## config.mk

```make
export PLATFORM = sky130hd
export DESIGN_NAME = sdcard_dma_sched
export DESIGN_NICKNAME = d
export VERILOG_FILES = /design/src/rtl/sdcard_dma_sched_pkg.sv /design/src/rtl/sdcard_dma_sched_arb.sv /design/src/rtl/sdcard_dma_sched.sv
export SDC_FILE = /design/constraint.sdc
export NUM_CORES = 1
export LEC_CHECK = 0
export ABC_CLOCK_PERIOD_IN_PS = 2500
export CORE_AREA = 2 2 71 73
export CTS_CLUSTER_SIZE = 25
export DETAILED_ROUTE_END_ITERATION = 16
export DIE_AREA = 0 0 73 75
export DONT_BUFFER_PORTS = 1
export PLACE_DENSITY = 0.73
export SLEW_MARGIN = 20
export SYNTH_ARGS = -nofsm -noshare
export SYNTH_HDL_FRONTEND = slang
export SYNTH_HIERARCHICAL = 1
export SYNTH_SLANG_ARGS = --single-unit
export TNS_END_PERCENT = 5
```

## constraint.sdc

```tcl
create_clock -name clk -period 2.5 [get_ports clk]
set_input_delay 0.375 -clock clk [delete_from_list [all_inputs] [get_ports clk]]
set_output_delay 0.375 -clock clk [all_outputs]
set_load 0.005 [all_outputs]
```

## src/rtl/sdcard_dma_sched_pkg.sv

```systemverilog
// Shared encodings for the SD-card sector DMA scheduler and its arbiter.
package sdcard_dma_pkg;

  typedef enum logic [1:0] {
    S_IDLE  = 2'd0,
    S_START = 2'd1,
    S_XFER  = 2'd2,
    S_DONE  = 2'd3
  } state_t;

  localparam logic OWN_IDE  = 1'b0;
  localparam logic OWN_CDDA = 1'b1;

  localparam int SECTOR_BYTES_DEF = 512;

endpackage

```

## src/rtl/sdcard_dma_sched_arb.sv

```systemverilog
// Two-way round-robin arbiter with CDDA urgent override; bit 0 = IDE, bit 1 = CDDA.
module dma_rr_arb2
  import sdcard_dma_pkg::*;
(
  input  logic [1:0] req_i,
  input  logic       urgent_i,
  input  logic       last_i,
  output logic [1:0] gnt_o,
  output logic       valid_o
);

  always_comb begin
    gnt_o = 2'b00;
    if (req_i[OWN_CDDA] && urgent_i) begin
      gnt_o = 2'b10;
    end else if (&req_i) begin
      // Both pending: hand the sector to whoever did not get the last one.
      gnt_o = (last_i == OWN_CDDA) ? 2'b01 : 2'b10;
    end else begin
      gnt_o = req_i;
    end
  end

  assign valid_o = |req_i;

endmodule

```

## src/rtl/sdcard_dma_sched.sv

```systemverilog
// Schedules 512-byte SD sector bursts between the IDE buffer and the CDDA ring,
// steering DMA strobes to the owner and checking burst integrity.
module sdcard_dma_sched
  import sdcard_dma_pkg::*;
#(
  parameter int SECTOR_BYTES   = SECTOR_BYTES_DEF,
  parameter int TIMEOUT_CYCLES = 65535,
  parameter int TMR_W          = 16
) (
  input  logic       clk,
  input  logic       rst,
  input  logic       ide_req,
  input  logic       cdda_req,
  input  logic       cdda_urgent,
  output logic       sd_start,
  input  logic       sd_busy,
  input  logic       dma_strobe,
  input  logic [8:0] dma_addr,
  output logic       ide_dma_en,
  output logic       cdda_dma_en,
  output logic       ide_done,
  output logic       cdda_done,
  output logic       xfer_err,
  output logic       busy
);

  localparam logic [9:0]       CNT_END  = 10'(SECTOR_BYTES);
  localparam logic [TMR_W-1:0] TMR_LAST = TMR_W'(TIMEOUT_CYCLES - 1);

  state_t           state_q;
  logic             owner_q, last_q;
  logic [9:0]       cnt_q;
  logic [TMR_W-1:0] tmr_q;
  logic             sd_start_q, ide_en_q, cdda_en_q;
  logic             ide_done_q, cdda_done_q, err_q, busy_q;

  logic [1:0] arb_gnt;
  logic       arb_valid;
  logic [9:0] cnt_inc;
  logic       fin_d, ferr_d;

  dma_rr_arb2 u_arb (
    .req_i   ({cdda_req, ide_req}),
    .urgent_i(cdda_urgent),
    .last_i  (last_q),
    .gnt_o   (arb_gnt),
    .valid_o (arb_valid)
  );

  assign cnt_inc = cnt_q + 10'd1;

  // Burst termination: address mismatch, last byte accepted, or strobe gap timeout.
  always_comb begin
    fin_d  = 1'b0;
    ferr_d = 1'b0;
    if (state_q == S_XFER) begin
      if (dma_strobe) begin
        if (dma_addr != cnt_q[8:0]) begin
          fin_d  = 1'b1;
          ferr_d = 1'b1;
        end else if (cnt_inc == CNT_END) begin
          fin_d = 1'b1;
        end
      end else if (tmr_q == TMR_LAST) begin
        fin_d  = 1'b1;
        ferr_d = 1'b1;
      end
    end
  end

  always_ff @(posedge clk) begin
    if (rst) begin
      state_q     <= S_IDLE;
      owner_q     <= OWN_IDE;
      last_q      <= OWN_CDDA;
      cnt_q       <= '0;
      tmr_q       <= '0;
      sd_start_q  <= 1'b0;
      ide_en_q    <= 1'b0;
      cdda_en_q   <= 1'b0;
      ide_done_q  <= 1'b0;
      cdda_done_q <= 1'b0;
      err_q       <= 1'b0;
      busy_q      <= 1'b0;
    end else begin
      sd_start_q  <= 1'b0;
      ide_done_q  <= 1'b0;
      cdda_done_q <= 1'b0;
      err_q       <= 1'b0;
      case (state_q)
        S_IDLE: begin
          if (!sd_busy && arb_valid) begin
            owner_q    <= arb_gnt[1];
            last_q     <= arb_gnt[1];
            sd_start_q <= 1'b1;
            ide_en_q   <= arb_gnt[0];
            cdda_en_q  <= arb_gnt[1];
            busy_q     <= 1'b1;
            state_q    <= S_START;
          end
        end
        S_START: begin
          cnt_q   <= '0;
          tmr_q   <= '0;
          state_q <= S_XFER;
        end
        S_XFER: begin
          if (fin_d) begin
            ide_en_q    <= 1'b0;
            cdda_en_q   <= 1'b0;
            ide_done_q  <= (owner_q == OWN_IDE);
            cdda_done_q <= (owner_q == OWN_CDDA);
            err_q       <= ferr_d;
            state_q     <= S_DONE;
          end else if (dma_strobe) begin
            cnt_q <= cnt_inc;
            tmr_q <= '0;
          end else begin
            tmr_q <= tmr_q + TMR_W'(1);
          end
        end
        S_DONE: begin
          busy_q  <= 1'b0;
          state_q <= S_IDLE;
        end
        default: state_q <= S_IDLE;
      endcase
    end
  end

  assign sd_start    = sd_start_q;
  assign ide_dma_en  = ide_en_q;
  assign cdda_dma_en = cdda_en_q;
  assign ide_done    = ide_done_q;
  assign cdda_done   = cdda_done_q;
  assign xfer_err    = err_q;
  assign busy        = busy_q;

endmodule

```

==> metrics list, run 1 <==
* Pin count of the biggest net entering global routing: 25
* Number of pins with negative max-slew slack in the final report: 0
- The first global-routing pass estimated 8.107 mm of wire.
- Count of max-cap constraint violations: 0
- Cell breakdown of the critical path: ha_1 -> nand4bb_1 -> a211o_1 -> a2111o_2 -> a31o_4 -> a2111o_1 -> o21ai_2
* Aggregate global routing overflow: 0
- Flop pwr share: 0.407
* Crit-path max FO: 11
- The number of antenna violations at the first check in global routing was 0.
- Worst-Skew Late Latency: 0.29 ns
* Area taken by multi-input logic gates: 1389 um^2
- From synthesis to final layout, the design area changed by 5.333%.
- After synthesis, the share of flip-flops with an asynchronous set or reset is 0.
- Per-instance average area after synthesis: 8.099 um^2
- At the end of routability-driven placement, the weighted congestion stood at 0.8414.
* Post-synthesis instance total: 281
- For the worst flop-to-flop path, the logic depth is 7.
- Switching power summed over all nets: 0.6183 mW
* Power Density: 699.7 nW/um^2
- Area of the die: 5475 um^2
* Maximum level of the CTS H-tree: 2
- Of the total power, the share spent switching nets is 0.3686.
* Portion of the post-synthesis area used by sequential elements: 0.3255
- Final critical-path required period: 2.365 ns
- The slowest stage of the critical path belongs to the cell sky130_fd_sc_hd__a2111o_2.
- Cell type with the highest aggregate area in the netlist: sky130_fd_sc_hd__dfxtp_1
- Number of buffers inserted during clock tree synthesis: 5
* Initial Utilization: 0.4883
- After detailed routing, the average wire length per cell comes to 13.90 um.
- IO Pins: 23
- In this run the most critical hold path is launched from rst.
- On the worst path, the slowest cell contributes a delay of 0.53 ns.
- The repair_antennas step left the layout with diodes totalling 0.
- The library cell used most frequently in the layout, excluding fill and tap cells, is sky130_fd_sc_hd__dfxtp_1.
- Highest achievable clock rate: 422.9 MHz
- The worst hold path belongs to the class input port to register.
- Arrival time of the worst setup path: 2.59 ns
* Number of buffers added to fix hold violations after cts: 0
- Summed instance area of the synthesized netlist: 2276 um^2
* Number of DRC violations after detailed routing: 0
- Cell internal pwr: 1.059 mW
- Across all layers, the routed design uses 2069 vias.
* DRC marker count from the first detailed-route iteration: 149
- Total Neg Setup Slack: 0 ns
- Std-Cell Rows: 25
- The worst setup path is launched from a register.
- Sum of buffers and inverters on the critical path: 0
- Net count, final: 304
- Category of the most critical setup path: register to register
- Number of hold-slack violations in the final timing report: 0
- After clock tree synthesis, the clock-pin slew on the worst setup and hold paths is 0.07 ns.
- Clk Tree Root Cell: sky130_fd_sc_hd__clkbuf_8
* Length of the first detailed-routing pass in iterations: 4
- Buffers added to address setup during post-CTS repair amount to 0.
- Number of antenna-violating nets in the routed design: 0
* Buffer levels on the longest clock path: 2
- The netlist uses 54 different library cells.
* Drt via density: 6.176
* Endpoint of the worst-slack reg-to-reg timing path: tmr_q[9]
* Worst R2R Setup Slack: 0.14 ns
- Top cells by area in the synthesized netlist: sky130_fd_sc_hd__dfxtp_1 (33%), sky130_fd_sc_hd__a21oi_1 (7.0%), sky130_fd_sc_hd__ha_1 (4.4%)
- Placeable core area: 4661 um^2
* Number of global-route vias before repair: 1822
- Setup violations remaining at the end of the flow were counted as 0.
- Min-Delay Endpoint: busy
- In the layout the commonest cells are sky130_fd_sc_hd__dfxtp_1 (37), sky130_fd_sc_hd__a21oi_1 (32), sky130_fd_sc_hd__nand2_1 (23), sky130_fd_sc_hd__nand3_1 (18), sky130_fd_sc_hd__nor2_1 (15).
- Broken down by cell family, the worst path's largest delay share belongs to compound AO/OA/AOI/OAI gates.
- For the pin with the worst max-slew slack, the measured transition is 0.5144 ns.
- Synthesis produced a netlist with a net count of 305.
- The filler cells instantiated in the layout total 451.
- For this run, the number of Yosys warnings is 6.
- Of the available clock period, the critical path in the final layout requires 0.9459.
* Number of cells on the worst hold path: 1
- Setup repair after global routing left no endpoint under its margin.
* Register bit total from synthesis: 37
- The HPWL after detailed placement is 3.383 mm.
* Total of cells resized after clock tree synthesis: 0
* Die height: 75 um
* CP Depth: 7
- Status: completed
- In this run, synthesis inferred 0 flip-flops with an integrated enable.
- The routed design has 4.656 mm of wire.
* Most instantiated flip-flop cell in the synthesis netlist: sky130_fd_sc_hd__dfxtp_1
* Horizontal extent of the die: 73 um
- Proportion of netlist area held by the largest area contributor: 0.3255
- The worst pin sits at a relative slew slack of 0.6534.
- STA classifies the critical path endpoint as a register.
* IR Drop Worst-Case VDD: 0.4161 mV
- Required time reported for the critical path endpoint: 2.73 ns
- In the global route stage, overall resource usage came out at 0.1866.
- The share of total power dissipated in the clock network is 0.238.
* Logic pwr share: 0.355
- Total power for the finished layout comes to 1.677 mW.
- Share of final-layout standard cells stronger than drive strength 1: 0.09253
* TritonCTS clock tree: yes
- In the final layout, flip-flops and latches occupy 740.7 um^2.
* Port bufs: 0
- Clock skew on the completed layout was measured at 0.002270 ns.
- Summed over all cells, the static leakage comes to 0.8015 nW.
- RR Startpoint: cnt_q[0]
- CTS saw 37 sinks.
per-stage QoR:
stage	std cells	util	hold WS, ns	cell area [um^2]	worst slack (ns)
after floorplan	281	-	0.4025	2276	0.04258
after global placement	327	0.4969	0.4197	2316	0.1342
after CTS	335	0.5141	0.1395	2396	0.07363
final	335	0.5144	0.1491	2397	0.1351
after global routing	335	0.5144	0.1327	2397	0.002701
after detailed placement	327	0.4969	0.4249	2316	0.08762
flip-flops by register name, summed over array words and instances (netlist names):
register / count
busy: 1
cdda_dma_en: 1
cdda_done: 1
cnt_q: 10
ide_dma_en: 1
ide_done: 1
last_q: 1
owner_q: 1
sd_start: 1
state_q: 2
tmr_q: 16
xfer_err: 1
worst register-to-register path: stages (launching register included):
cell and delay [ns]:
sky130_fd_sc_hd__dfxtp_1 0.32, sky130_fd_sc_hd__ha_1 0.22, sky130_fd_sc_hd__nand4bb_1 0.19, sky130_fd_sc_hd__a211o_1 0.26, sky130_fd_sc_hd__a2111o_2 0.53, sky130_fd_sc_hd__a31o_4 0.32, sky130_fd_sc_hd__a2111o_1 0.41, sky130_fd_sc_hd__o21ai_2 0.06
layout make-up:
type	count	share of cell area
clock buffers	8	0.03340
inverters	8	0.01253
multi-input cells	216	0.5793
flip-flops and latches	37	0.3090
well taps	54	0.02818
repair buffers	12	0.03758
power by group through the flow:
stage / combinational, mW / clock (mW) / sequential (mW)
after global placement: 0.590 / 0 / 0.695
after global routing: 0.678 / 0.440 / 0.688
final: 0.595 / 0.400 / 0.682
after detailed placement: 0.592 / 0 / 0.697
after floorplan: 0.460 / 0 / 0.687
after CTS: 0.596 / 0.412 / 0.683
worst max path at each step:
stage	startpoint	to	slack, ns
after floorplan	cnt_q[0]	tmr_q[9]	0.04
after global placement	cnt_q[0]	tmr_q[8]	0.13
final	cnt_q[0]	tmr_q[9]	0.14
after detailed placement	cnt_q[0]	tmr_q[9]	0.09
after global routing	cnt_q[0]	tmr_q[8]	0.003
after CTS	cnt_q[0]	tmr_q[9]	0.07
cells in the mapped netlist, types with 8 or more instances:
| master | instances |
|---|---|
| sky130_fd_sc_hd__nand3_1 | 18 |
| sky130_fd_sc_hd__nand4_1 | 8 |
| sky130_fd_sc_hd__xnor2_1 | 9 |
| sky130_fd_sc_hd__clkbuf_1 | 8 |
| sky130_fd_sc_hd__nor2_1 | 15 |
| sky130_fd_sc_hd__ha_1 | 8 |
| sky130_fd_sc_hd__dfxtp_1 | 37 |
| sky130_fd_sc_hd__or4_1 | 9 |
| sky130_fd_sc_hd__o21ai_0 | 9 |
| sky130_fd_sc_hd__o31ai_1 | 8 |
| sky130_fd_sc_hd__nand2b_1 | 8 |
| sky130_fd_sc_hd__a21oi_1 | 32 |
| sky130_fd_sc_hd__nand2_1 | 23 |
kinds of logic after synthesis:
family,count (synthesis),share of synthesized area
and+or+nand+nor,115,0.2837
AOI/OAI and AO/OA,80,0.2298
DFF,37,0.3255
buffers and inverters,28,0.06487
xor gates and xnor gates,10,0.03849
adders and majority gates,8,0.04398
muxes,3,0.01374
layer usage:
metal	part of all wire	vias to the layer above	wire [um]	track usage
met2	0.44	63	2045	0.2853
met3	0.057	6	265	0.04819
li1	-	1036	-	-
met1	0.49	964	2277	0.2572
met5	0	-	0	0
met4	0.015	0	68	0.06173
Note: power is estimated with default switching activity, not from simulation.
==> inputs of run 2 (changes only) <==
Settings changed: PLACE_DENSITY 0.73 to 0.66.
==> run 2 against run 1 <==
Effect of this change: die area is the same; combinational power grew 3%; highest routed layer unchanged; non-clock buffer count grew 1; wire length grew 9.6%; worst hold slack lost 0.0050 ns; fmax shrank 1.1%; critical path type unchanged; critical endpoint unchanged; largest power group unchanged; cell count grew 0.30%.
==> metrics list, run 2 (synthesis results as in run 1) <==
* Status: completed
* Std-Cell Rows: 25 (unchanged)
- Max-Slew Margin vs Limit: 0.7568 (+0.1033)
- Post-Route WL: 5.104 mm (+9.6%)
- The delay contributed by the slowest stage of the critical path is 0.58 ns (+0.05 ns).
- The highest clock rate is 418.4 MHz (-1.1%).
- Total of cells resized after clock tree synthesis: 0 (unchanged)
* Worst R2R Setup Slack: 0.11 ns (-0.03 ns)
- Drt via density: 6.161 (-0.25%)
- DRC marker count from the first detailed-route iteration: 133 (-11%)
- Category of the most critical setup path: register to register
- Clock edge transition at the registers on the reported setup and hold paths: 0.08 ns (about the same)
- The ratio of total power to cell area was 752.2 nW/um^2 (+7.5%).
- Die height: 75 um (unchanged)
* Min-delay worst type: input port to register
* Number of pins with negative max-slew slack in the final report: 0 (unchanged)
- Flop pwr share: 0.372 (-0.035)
- Setup Viol. Count Final: 0 (unchanged)
- The largest registers in the layout are tmr_q (16), cnt_q (10), state_q (2).
- The total iterations of the first detailed-routing run came to 4 (unchanged).
- The average wire per standard cell is 15.19 um (+9.3%).
- The overall track demand over capacity in global routing is 0.2003 (+0.01368).
- The global-route wire length before repair is 8.597 mm (+6.0%).
* TritonCTS clock tree: yes
* Antenna violations before repair: 0 (unchanged)
- Part of the power in the clock network: 0.295 (+0.057)
- Initial Utilization: 0.4883 (unchanged)
- Endpoint type of the worst setup path: register
- On the critical path, the stage with the largest delay is an instance of sky130_fd_sc_hd__a2111o_2.
- Placed wire-length estimate: 3.583 mm (+5.9%)
- The number of buffer and inverter instances along the worst setup path came to 0 (unchanged).
- Final weighted congestion in routability-driven placement: 0.8748 (+4.0%)
* Post-route clock skew: 0.005956 ns (+0.003686 ns)
- Net count, final: 305 (+0.33%)
* Unrepaired setup endpoints after global routing: no
* Slew at the pin closest to its max-slew limit: 0.3598 ns (-0.1546 ns)
- Aggregate global routing overflow: 0 (unchanged)
- Share of final-layout standard cells stronger than drive strength 1: 0.1064 (+0.01386)
- Clk Tree Root Cell: sky130_fd_sc_hd__clkbuf_8
- The later-pin clock latency in the skew report is 0.29 ns (about the same).
- Antenna Cells: 0 (unchanged)
* Number of buffers inserted during clock tree synthesis: 5 (unchanged)
* Required time reported for the critical path endpoint: 2.73 ns (about the same)
* IO Pins: 23 (unchanged)
- The count of hold buffers inserted by post-cts repair is 0 (unchanged).
- Pin count of the biggest net entering global routing: 25 (unchanged)
- Max reg flops: 16 (unchanged)
- The design area is 2451 um^2 (+2.2%).
* Register bank with the most flops: tmr_q
* Number of global-route vias before repair: 1825 (+0.16%)
- The overall die width was 73 um (unchanged).
- Total Neg Setup Slack: 0 ns (unchanged)
- Final Total Pwr: 1.844 mW (+9.9%)
- The ratio of final minimum period to clock period came to 0.9561 (+0.01014).
- The library cells used most frequently in the layout, excluding fill and tap cells, are sky130_fd_sc_hd__dfxtp_1 (37), sky130_fd_sc_hd__a21oi_1 (32), sky130_fd_sc_hd__nand2_1 (23), sky130_fd_sc_hd__nand3_1 (17), sky130_fd_sc_hd__nor2_1 (15).
- Area added between synthesis and finish: 7.696%
* Crit-path max FO: 11 (unchanged)
- Cell breakdown of the critical path: ha_1 -> nand4bb_1 -> a211o_1 -> a2111o_2 -> a31o_4 -> a2111o_1 -> o21ai_2
- The static power due to leakage is 0.8263 nW (+3.1%).
- Count of max-cap constraint violations: 0 (unchanged)
- Switching power summed over all nets: 0.6480 mW (+4.8%)
- Net switching share of the total power: 0.3514 (-0.01717)
- Port bufs: 0 (unchanged)
- The number of clock sinks is 37 (unchanged).
- Buffer levels on the longest clock path: 2 (unchanged)
* Maximum level of the CTS H-tree: 2 (unchanged)
- Delay-heaviest family, CP: compound AO/OA/AOI/OAI gates
* Most common cell after layout, fill and taps aside: sky130_fd_sc_hd__dfxtp_1
* Number of hold-slack violations in the final timing report: 0 (unchanged)
* Logic pwr share: 0.332 (-0.023)
- CP Launch Type: register
- The internal power contribution is 1.196 mW (+13%).
- Number of antenna-violating nets in the routed design: 0 (unchanged)
- The die footprint is 5475 um^2 (unchanged).
- The core box area was 4661 um^2 (unchanged).
- The number of vias after detailed routing came to 2070 (+0.048%).
* Final critical-path required period: 2.390 ns (+0.02535 ns)
* Post CTS Setup Buffer Count: 0 (unchanged)
* Number of DRC violations after detailed routing: 0 (unchanged)
- IR Drop Worst-Case VDD: 0.3857 mV (-7.3%)
* Arrival time of the worst setup path: 2.62 ns (+0.03 ns)
* Total placed instance area: 2323 um^2 (+0.32%)
run 2: power by group through the flow:
stage                     combinational, mW  clock, mW  sequential [mW]
final                                 0.613      0.545            0.686
after global routing                  0.699      0.582            0.693
after CTS                             0.608      0.556            0.686
after detailed placement              0.605          0            0.701
after global placement                0.604          0            0.699
after floorplan                       0.460          0            0.687
run 2: layer usage:
layer	up-vias	part of all wire	global-route usage
li1	1040	-	-
met1	981	0.49	0.2667
met2	42	0.46	0.3213
met3	7	0.039	0.04819
met4	0	0.015	0.06379
met5	-	0	0
run 2: final cells by class:
class / instances / area, um^2
multi-input combinational: 216 / 1395
fill: 458 / 2210
timing repair buffer: 13 / 101.3
clock inverter: 1 / 30.03
clock buffer: 7 / 86.33
sequential: 37 / 740.7
tap: 54 / 67.56
inverter: 8 / 30.03
run 2: metrics by stage:
| step | setup slack, ns | utilization | cells | hold WS, ns |
|---|---|---|---|---|
| 2_1_floorplan | 0.04258 | - | 281 | 0.4025 |
| 3_3_place_gp | 0.1787 | 0.4985 | 328 | 0.4196 |
| 3_5_place_dp | 0.1556 | 0.4985 | 328 | 0.4254 |
| 4_1_cts | 0.1318 | 0.5235 | 336 | 0.1354 |
| 5_1_grt | 0.009700 | 0.5259 | 336 | 0.1294 |
| 6_report | 0.1098 | 0.5259 | 336 | 0.1441 |
run 2: worst register-to-register path: stages (launching register included):
cell and delay, ns:
sky130_fd_sc_hd__dfxtp_1 0.31, sky130_fd_sc_hd__ha_1 0.22, sky130_fd_sc_hd__nand4bb_1 0.22, sky130_fd_sc_hd__a211o_1 0.27, sky130_fd_sc_hd__a2111o_2 0.58, sky130_fd_sc_hd__a31o_4 0.28
sky130_fd_sc_hd__a2111o_1 0.39, sky130_fd_sc_hd__o21ai_2 0.05
run 2: path summary, 6_finish.rpt:
path / startpoint / endpoint / cells after the start
max: cnt_q[0] / tmr_q[9] / 7
min: rst / cnt_q[7] / 1
max reg2reg: cnt_q[0] / tmr_q[9] / 7
min reg2reg: owner_q / ide_done / 1
